===== src/rtl/p256_pkg.sv =====
// p256_pkg: shared constants for the P-256 operand RAM port.
//   WORD_W / NUM_WORDS / OP_W / ADDR_W : operand geometry (8 x 32 = 256 bits)
//   ST_IDLE / ST_LOAD / ST_STORE       : FSM state encoding
//   P256_P_WORDS                       : the P-256 prime, index 0 = least-significant word
package p256_pkg;

    localparam int WORD_W    = 32;
    localparam int NUM_WORDS = 8;
    localparam int OP_W      = WORD_W * NUM_WORDS;
    localparam int ADDR_W    = 3;

    localparam logic [1:0] ST_IDLE  = 2'd0;
    localparam logic [1:0] ST_LOAD  = 2'd1;
    localparam logic [1:0] ST_STORE = 2'd2;

    localparam logic [31:0] P256_P_WORDS [0:7] = '{
        32'hffffffff, 32'hffffffff, 32'hffffffff, 32'h00000000,
        32'h00000000, 32'h00000000, 32'h00000001, 32'hffffffff
    };

    function automatic logic [31:0] p256_p_word(input logic [2:0] idx);
        return P256_P_WORDS[idx];
    endfunction

endpackage


===== src/rtl/p256_word_cmp.sv =====
// p256_word_cmp: word-serial ">= P-256 prime" comparator, fed LSW first.
//   clk, rst_n : clock, asynchronous active-low reset
//   clr        : restart the comparison (flag back to 1, i.e. "equal so far")
//   en         : word/idx are valid this cycle
//   word, idx  : operand word and its position
//   ge         : result including the word presented this cycle, so the
//                caller can register the final answer on the last-word edge
module p256_word_cmp (
    input  logic        clk,
    input  logic        rst_n,
    input  logic        clr,
    input  logic        en,
    input  logic [31:0] word,
    input  logic [2:0]  idx,
    output logic        ge
);
    import p256_pkg::*;

    logic        flag_reg;
    logic        flag_next;
    logic [31:0] p_word;

    assign p_word = p256_p_word(idx);

    // Later (more significant) words override earlier ones unless equal,
    // which yields a full-width magnitude compare after the MSW.
    always_comb begin
        flag_next = flag_reg;
        if (en) begin
            if (word > p_word)
                flag_next = 1'b1;
            else if (word < p_word)
                flag_next = 1'b0;
        end
    end

    assign ge = flag_next;

    always_ff @(posedge clk or negedge rst_n) begin
        if (!rst_n)
            flag_reg <= 1'b1;
        else if (clr)
            flag_reg <= 1'b1;
        else
            flag_reg <= flag_next;
    end

endmodule


===== src/rtl/ram_operand_port.sv =====
// ram_operand_port: word-serial master between the P-256 datapath and an
// 8x32 operand RAM (synchronous write, 1-cycle registered read).
//   clk, rst_n  : clock, asynchronous active-low reset
//   start, op   : request (op 0 = LOAD, 1 = STORE), sampled only while idle
//   operand_in  : STORE data, captured on the accepting edge
//   operand_out : LOAD result, fully valid when done pulses
//   busy, done  : operation in progress / one-cycle completion pulse
//   ge_p        : last LOAD result >= P-256 prime
//   ram_addr, ram_we, ram_wdata, ram_rdata : RAM port
// Build option: define P256_GE_P_CHECK_EN to build the ge_p comparator;
// otherwise ge_p is tied 0.
module ram_operand_port #(
    parameter int WORD_W    = p256_pkg::WORD_W,
    parameter int NUM_WORDS = p256_pkg::NUM_WORDS,
    parameter int ADDR_W    = p256_pkg::ADDR_W,
    localparam int OP_W     = WORD_W * NUM_WORDS
) (
    input  logic              clk,
    input  logic              rst_n,
    input  logic              start,
    input  logic              op,
    input  logic [OP_W-1:0]   operand_in,
    output logic [OP_W-1:0]   operand_out,
    output logic              busy,
    output logic              done,
    output logic              ge_p,
    output logic [ADDR_W-1:0] ram_addr,
    output logic              ram_we,
    output logic [WORD_W-1:0] ram_wdata,
    input  logic [WORD_W-1:0] ram_rdata
);
    import p256_pkg::*;

    localparam logic [3:0]        CNT_END  = 4'(NUM_WORDS);
    localparam logic [ADDR_W-1:0] LAST_IDX = ADDR_W'(NUM_WORDS - 1);

    logic [1:0]        state_reg;
    logic [3:0]        cnt_reg;
    logic [OP_W-1:0]   store_buf_reg;
    // Read pipeline: stage 0 = address issued, stage 1 = RAM data on ram_rdata.
    logic              rd_v0_reg, rd_v1_reg;
    logic [ADDR_W-1:0] rd_idx0_reg, rd_idx1_reg;
    logic [WORD_W-1:0] word_reg [NUM_WORDS];

    logic capture;
    logic load_last;
    logic load_accept;

    assign capture     = (state_reg == ST_LOAD) && rd_v1_reg;
    assign load_last   = capture && (rd_idx1_reg == LAST_IDX);
    assign load_accept = (state_reg == ST_IDLE) && start && !op;

    always_ff @(posedge clk or negedge rst_n) begin
        if (!rst_n) begin
            state_reg     <= ST_IDLE;
            cnt_reg       <= 4'd0;
            store_buf_reg <= '0;
            rd_v0_reg     <= 1'b0;
            rd_v1_reg     <= 1'b0;
            rd_idx0_reg   <= '0;
            rd_idx1_reg   <= '0;
            busy          <= 1'b0;
            done          <= 1'b0;
            ram_addr      <= '0;
            ram_we        <= 1'b0;
            ram_wdata     <= '0;
        end else begin
            done        <= 1'b0;
            rd_v0_reg   <= 1'b0;
            rd_v1_reg   <= rd_v0_reg;
            rd_idx1_reg <= rd_idx0_reg;
            case (state_reg)
                ST_IDLE: begin
                    if (start) begin
                        busy     <= 1'b1;
                        cnt_reg  <= 4'd1;
                        ram_addr <= '0;
                        if (op) begin
                            state_reg     <= ST_STORE;
                            store_buf_reg <= operand_in;
                            ram_wdata     <= operand_in[WORD_W-1:0];
                            ram_we        <= 1'b1;
                        end else begin
                            state_reg   <= ST_LOAD;
                            rd_v0_reg   <= 1'b1;
                            rd_idx0_reg <= '0;
                        end
                    end
                end
                ST_LOAD: begin
                    if (cnt_reg < CNT_END) begin
                        ram_addr    <= cnt_reg[ADDR_W-1:0];
                        rd_v0_reg   <= 1'b1;
                        rd_idx0_reg <= cnt_reg[ADDR_W-1:0];
                        cnt_reg     <= cnt_reg + 4'd1;
                    end
                    if (load_last) begin
                        state_reg <= ST_IDLE;
                        busy      <= 1'b0;
                        done      <= 1'b1;
                        cnt_reg   <= 4'd0;
                    end
                end
                ST_STORE: begin
                    if (cnt_reg < CNT_END) begin
                        ram_addr  <= cnt_reg[ADDR_W-1:0];
                        ram_wdata <= store_buf_reg[cnt_reg[ADDR_W-1:0]*WORD_W +: WORD_W];
                        cnt_reg   <= cnt_reg + 4'd1;
                    end else begin
                        state_reg <= ST_IDLE;
                        ram_we    <= 1'b0;
                        busy      <= 1'b0;
                        done      <= 1'b1;
                        cnt_reg   <= 4'd0;
                    end
                end
                default: begin
                    state_reg <= ST_IDLE;
                    busy      <= 1'b0;
                    ram_we    <= 1'b0;
                end
            endcase
        end
    end

    // One capture register per word; only LOAD ever writes them.
    for (genvar gi = 0; gi < NUM_WORDS; gi++) begin : g_word
        always_ff @(posedge clk or negedge rst_n) begin
            if (!rst_n)
                word_reg[gi] <= '0;
            else if (capture && (rd_idx1_reg == ADDR_W'(gi)))
                word_reg[gi] <= ram_rdata;
        end
        assign operand_out[gi*WORD_W +: WORD_W] = word_reg[gi];
    end

`ifdef P256_GE_P_CHECK_EN
    logic cmp_ge;

    p256_word_cmp u_cmp (
        .clk   (clk),
        .rst_n (rst_n),
        .clr   (load_accept),
        .en    (capture),
        .word  (ram_rdata),
        .idx   (rd_idx1_reg),
        .ge    (cmp_ge)
    );

    always_ff @(posedge clk or negedge rst_n) begin
        if (!rst_n)
            ge_p <= 1'b0;
        else if (load_last)
            ge_p <= cmp_ge;
    end
`else
    logic unused_cmp;
    assign unused_cmp = load_accept;
    assign ge_p       = 1'b0;
`endif

endmodule


===== config.mk =====
export PLATFORM = sky130hd
export DESIGN_NAME = ram_operand_port
export DESIGN_NICKNAME = d
export VERILOG_FILES = /design/src/rtl/p256_pkg.sv /design/src/rtl/p256_word_cmp.sv /design/src/rtl/ram_operand_port.sv
export SDC_FILE = /design/constraint.sdc
export NUM_CORES = 1
export LEC_CHECK = 0
export ABC_AREA = 1
export CAP_MARGIN = 20
export CORE_MARGIN = 2
export CORE_UTILIZATION = 42
export DETAILED_ROUTE_END_ITERATION = 10
export GPL_ROUTABILITY_DRIVEN = 0
export PLACE_DENSITY = 0.72
export SLEW_MARGIN = 0
export SYNTH_ARGS = -nofsm -noshare
export SYNTH_HDL_FRONTEND = slang
export SYNTH_SLANG_ARGS = --single-unit

===== constraint.sdc =====
create_clock -name clk -period 2.05 [get_ports clk]
set_clock_uncertainty 0.2 [all_clocks]
set_input_delay 0.205 -clock clk [delete_from_list [all_inputs] [get_ports clk]]
set_output_delay 0.205 -clock clk [all_outputs]
set_load 0.1 [all_outputs]

; ---- Word-level counts from Yosys, hierarchy flattened
; Cells that the tools add are included.
[totals]
ff_bits = 564
out_inout_bits = 295
word_cells = 99
[op_classes]
n_addsub = 1
n_lt_le_gt_ge = 1
eq_ne = 18
shift = 1
muxes = 34
bitwise = 1
n_reduce_logical = 23
[ops]
columns = op, n
row1 = $shiftx 256x9->32, 1
row2 = $mux 32, 3
row3 = $pmux 32 s2, 1
row4 = $mux 4, 4
row5 = $eq 3x3->1 const B, 4
row6 = $mux 3, 4
row7 = $ne 2x2->1 const B, 6
row8 = $pmux 3 s2, 2
row9 = $pmux 4 s3, 1
row10 = $reduce_and 3->1, 4
row11 = $reduce_and 4->1, 3
row12 = $mux 1, 10
row13 = $logic_and 1x1->1, 9
row14 = $mux 2, 4
row15 = $eq 3x2->1 const B, 2
row16 = $pmux 1 s3, 2
row17 = $pmux 2 s3, 1
row18 = $reduce_bool 2->1, 3
row19 = $add 4x1->4 const B, 1
row20 = $lt 4x4->1 const B, 1
row21 = $ne 2x1->1 const B, 2
row22 = $pmux 1 s2, 2
row23 = $eq 3x1->1 const B, 1
row24 = $logic_not 3->1, 1
row25 = 7 further kinds, 7

; ---- Longest topological paths before layout
[logic_depth]
word_depth = 5
mapped_depth = 12
ltp_nobuf = 11

; ---- Least setup slack after synthesis
; OpenSTA, ideal clock, no wires.
[synth_timing]
kind = reg-to-reg
startpoint = reg cnt_reg[1]
endpoint = reg cnt_reg[3]
setup_ps = 65
t_arrival_ps = 1531
t_required_ps = 1785
setup_slack_ps = 254
stages_incl_launch_ff = 9
synth_period_minus_slack_ps = 1796
path_cell_list = dfrtp_1 > buf_2 > inv_1 > buf_1 > nor3_1 > ha_1 > o21ai_0 > nand3_1 > nand2_1
[synth_via]
elab_chain_cells = 4
word_cells_on_any_way = 8
[synth_rtl]
columns = element, line_no
row1 = start: declaration, ram_operand_port.sv:38  ; logic [3:0] cnt_reg;
row2 = start signal: assignment, ram_operand_port.sv:95  ; cnt_reg <= cnt_reg + 4'd1;
row3 = start signal: assignment, ram_operand_port.sv:108  ; cnt_reg <= cnt_reg + 4'd1;
row4 = $add 4x1->4, "ram_operand_port.sv:95, ram_operand_port.sv:108"
row5 = $mux 4, ram_operand_port.sv:91  ; if (cnt_reg < CNT_END) begin
row6 = $mux 4, ram_operand_port.sv:97  ; if (load_last) begin
row7 = $pmux 4 s3, ram_operand_port.sv:72  ; case (state_reg)
; Several ways; a longest one is shown, not always the timed one. The select of a mux whose other input is x is not followed.
; A chain may end at the register's enable or synchronous reset.

; ---- Worst setup path in the final report
[layout_timing]
startpoint = reg state_reg[0]
endpoint = reg ram_wdata[2]
[layout_via]
elab_chain_cells = 3
word_cells_on_any_way = 8
[layout_rtl]
columns = element, line_no
row1 = start: declaration, ram_operand_port.sv:37  ; logic [1:0] state_reg;
row2 = start signal: assignment, ram_operand_port.sv:55  ; state_reg <= ST_IDLE;
row3 = start signal: assignment, ram_operand_port.sv:79  ; state_reg <= ST_STORE;
row4 = start signal: assignment, ram_operand_port.sv:84  ; state_reg <= ST_LOAD;
row5 = $eq 2x2->1 / $logic_not 2->1 (equally long branches), ram_operand_port.sv:72
row6 = $ne 2x2->1 (no source line) / $reduce_bool 2->1 (equally long branches), --
row7 = $reduce_and 4->1 (no source line), --
row8 = end signal: assignment, ram_operand_port.sv:81  ; ram_wdata <= operand_in[WORD_W-1:0];
row9 = end signal: assignment, ram_operand_port.sv:107  ; ram_wdata <= store_buf_reg[cnt_reg[ADDR_W-1:0]*WORD_W +: WORD_W];
row10 = end: declaration, ram_operand_port.sv:29  ; output logic [WORD_W-1:0] ram_wdata,
; Several ways; a longest one is shown, not always the timed one.

==> key figures <==
Clocking
  • Worst-path clk slew: 0.06 ns
  • Worst-skew pair later-pin latency: 0.62 ns
  • CTS tree: yes
  • H-tree levels: 2
  • CTS sink cnt: 564
  • Max Root-Sink Buffers: 3
  • Root Buffer: clkbuf_16
  • Post-CTS Setup Bufs: 0
  • CTS buffer count: 58

Cells and area
  • Layout cells sized above 1: 14.6%
  • Synth-to-layout area growth: 41.6%
  • Multi-input combinational cell area: 0.00765 sq mm
  • Final #Nets: 3755
  • Reg area: 0.0141 sq mm
  • Filler cell count: 4783
  • Final Util: 59.9%
  • Layout Cells excl Fill: 4264
  • Design area: 0.0337 sq mm

Worst setup path
  • Crit start category: flip-flop
  • Worst reg2reg setup slack: 0.12 ns
  • Crit path arrival time: 2.28 ns
  • CP Buf/Inv Count: 3
  • Worst path cell trace: inv_1 > buf_4 > ha_2 > buf_4 > nand3_1 > a21oi_1
  • Crit path depth: 6
  • Critical Path Most Common Cell: buf_4
  • Highest net fanout along the worst path: 34
  • Critical Path Source: state_reg[0]$_DFFE_PN0P_
  • Largest stage delay, worst path: 0.45 ns
  • CP Capture Point: ram_wdata[2]$_DFFE_PN0P_
  • Crit Path Class: flip-flop to flip-flop
  • Required @ worst endpoint: 2.40 ns
  • Slowest stage cell, crit path: buf_4
  • Worst reg2reg path endpoint: ram_wdata[2]$_DFFE_PN0P_
  • Worst R2R Start: state_reg[0]$_DFFE_PN0P_
  • Reg2reg path depth: 6
  • Setup crit end kind: flip-flop
  • CP top delay family: buffers and inverters

STA
  • Fmax: 517 MHz
  • Final Hold Viols: 1
  • Slew margin rel.: 50.8%
  • Setup TNS: 0 ns
  • Slew at the pin with the worst max-slew slack: 0.735 ns
  • Final Max Slew Viols: 0
  • Min Hold Slack: -0.00813 ns
  • Tcrit/Tclk final: 94.3%
  • Final setup vio count: 0
  • Min cycle time layout: 1.93 ns

Routing
  • DRT iter0 DRCs: 1670
  • Wire length per cell: 18.5 um
  • Vias/cell: 5.04
  • DR DRC count: 0
  • Post-Route WL: 78900 um
  • Vias: 21500
  • DR pass1 iterations: 7
  • DRT antenna net count: 0

Global routing
  • Global Route Usage Sum: 26.1%
  • Remaining global-route overflow: 0
  • Vias in the first global route: 20700
  • Initial antenna violation count: 8
  • Largest net degree at the start of global routing: 87
  • First-pass GRT wire length: 120000 um

Synthesis
  • Post-Synthesis Cells: 2734
  • Mapped cell area: 0.0238 sq mm
  • Synthesized Nets: 3032
  • Synth cell types: 27
  • Mean Syn Cell Area: 8.69 sq um
  • #FFs+latches synth: 564
  • Ys Warns: 0
  • Seq/Total Area, Yosys: 59.4%

Pwr
  • Pwr dens: 1580 mW/mm^2
  • Peak supply drop: 0.00121 V
  • Pleak: 0.0165 uW

Floorplan
  • Num rows: 87
  • I/O pin total: 587
  • Die Footprint: 0.0585 sq mm
  • Die H: 242 um
  • Die width: 242 um
  • Core Box Area: 0.0562 sq mm
  • Initial Util: 42.3%

Flow run
  • Max cap viols: 0

Min path
  • Hold Path Class: input pin to flip-flop
  • Hold path cells: 3

Placed design
  • Placed cells: 3977
  • Buffers on Ports: 585
  • Area after DPL: 0.0299 sq mm
  • Placed wire-length estimate: 53100 um

Outcome
  • Violated checks: hold timing
  • Run status: finished, violations left
synthesized netlist by cell type:
library cell / number / share of area (%)
nor2_1: 284 / 4.5
ha_1: 6 / 0.32
o21ai_0: 263 / 5.5
buf_1: 7 / 0.11
nor2_4: 2 / 0.095
nor3_1: 1 / 0.021
inv_1: 305 / 4.8
nand2_2: 9 / 0.24
inv_4: 1 / 0.026
dfrtp_1: 564 / 59
inv_2: 3 / 0.047
xor2_1: 1 / 0.037
buf_2: 79 / 1.7
conb_1: 1 / 0.016
clkbuf_1: 62 / 0.98
a21oi_2: 11 / 0.41
nor2_2: 10 / 0.26
o22ai_1: 2 / 0.053
nor2_8: 1 / 0.084
buf_6: 17 / 0.81
nor3b_2: 1 / 0.053
o21ai_1: 8 / 0.17
nand3_1: 238 / 5.0
nand2_4: 2 / 0.095
buf_4: 7 / 0.22
nand2_1: 539 / 8.5
a21oi_1: 310 / 6.5
per-stage QoR:
| step | worst slack (ns) | power (uW) |
|---|---|---|
| after floorplan | 0.254 | 35100 |
| after global placement | -0.0166 | 41500 |
| after detailed placement | -0.0501 | 42000 |
| after CTS | 0.00308 | 53000 |
| after global routing | -0.0122 | 55700 |
| final | 0.117 | 53000 |
metal layers:
metal  part of all wire, %  global-route usage [%]  wire length (um)  vias to the layer above
met2                    48                    42.5             37600                      853
li1                      -                       -                 -                    10100
met5                 0.020                       0                16                        -
met3                   8.8                    6.95              6910                      156
met4                   3.2                    9.53              2530                        2
met1                    40                    33.7             31900                    10400
layout make-up:
cell class              count  area share (%)
well taps                 756            2.81
diodes                      9          0.0669
inverters                 309            3.48
clock inverters            14           0.561
clock buffers              88            5.15
flip-flops and latches    564            42.0
multi-input cells        1691            22.7
repair buffers            833            23.3
worst reg2reg max path, stage by stage (launching register included):
cell	delay [ns]
dfrtp_1	0.37
inv_1	0.08
buf_4	0.12
ha_2	0.21
buf_4	0.45
nand3_1	0.25
a21oi_1	0.18
cell usage in the layout, fill, tap and decap left out, types with 3 or more instances in the layout:
master	Yosys	layout
clkdlybuf4s50_1	0	290
buf_12	0	29
nand2_4	2	3
nand2_1	539	539
dfrtp_1	564	561
bufinv_16	0	3
o21ai_1	8	7
ha_1	6	4
clkbuf_16	0	59
a21oi_2	11	11
inv_1	305	302
a21oi_1	310	310
nand3_1	238	238
nand2_2	9	8
nor2_1	284	283
buf_4	7	337
diode_2	0	9
dlygate4sd3_1	0	172
clkbuf_8	0	17
clkinv_2	0	7
clkbuf_1	62	13
o21ai_0	263	263
nor2_2	10	11
report_power, final:
part           total [uW]  leakage, uW  switching, uW  internal, uW
registers           16700      0.00586           1710         15000
logic               25600      0.00973          19300          6360
clock network       10700     0.000949           4480          6200
logic make-up (layout without fill, tap and decap cells):
| family | count (synthesis) | count (layout) | share of synthesized area (%) |
|---|---|---|---|
| and+or+nand+nor | 1087 | 1089 | 18.9 |
| buffers and inverters | 481 | 1244 | 8.67 |
| DFF | 564 | 564 | 59.4 |
| other | 1 | 10 | 0.0158 |
| xor gates and xnor gates | 1 | 1 | 0.0369 |
| adders and majority gates | 6 | 6 | 0.316 |
| AOI/OAI and AO/OA | 594 | 594 | 12.7 |
how the worst min path moves through the flow:
stage | startpoint | to | slack (ns)
floorplan | rst_n | busy$_DFFE_PN0P_ | -0.29
global placement | rst_n | store_buf_reg[252]$_DFFE_PN0P_ | -0.03
detailed placement | rst_n | store_buf_reg[59]$_DFFE_PN0P_ | -0.03
CTS | operand_in[81] | store_buf_reg[81]$_DFFE_PN0P_ | 0.0001
global route | operand_in[155] | store_buf_reg[155]$_DFFE_PN0P_ | 0.0003
finish | operand_in[39] | store_buf_reg[39]$_DFFE_PN0P_ | -0.008
repair_timing:
action / 4_1_cts / 5_1_grt
resized for setup: 1 / 13
cloned: 0 / 3
endpoints found under the setup margin: 27 / 239
hold endpoints to repair: 735 / 0
pin swaps: 0 / 1
hold buffers: 173 / 0
Power figures use the tool's default switching activity.
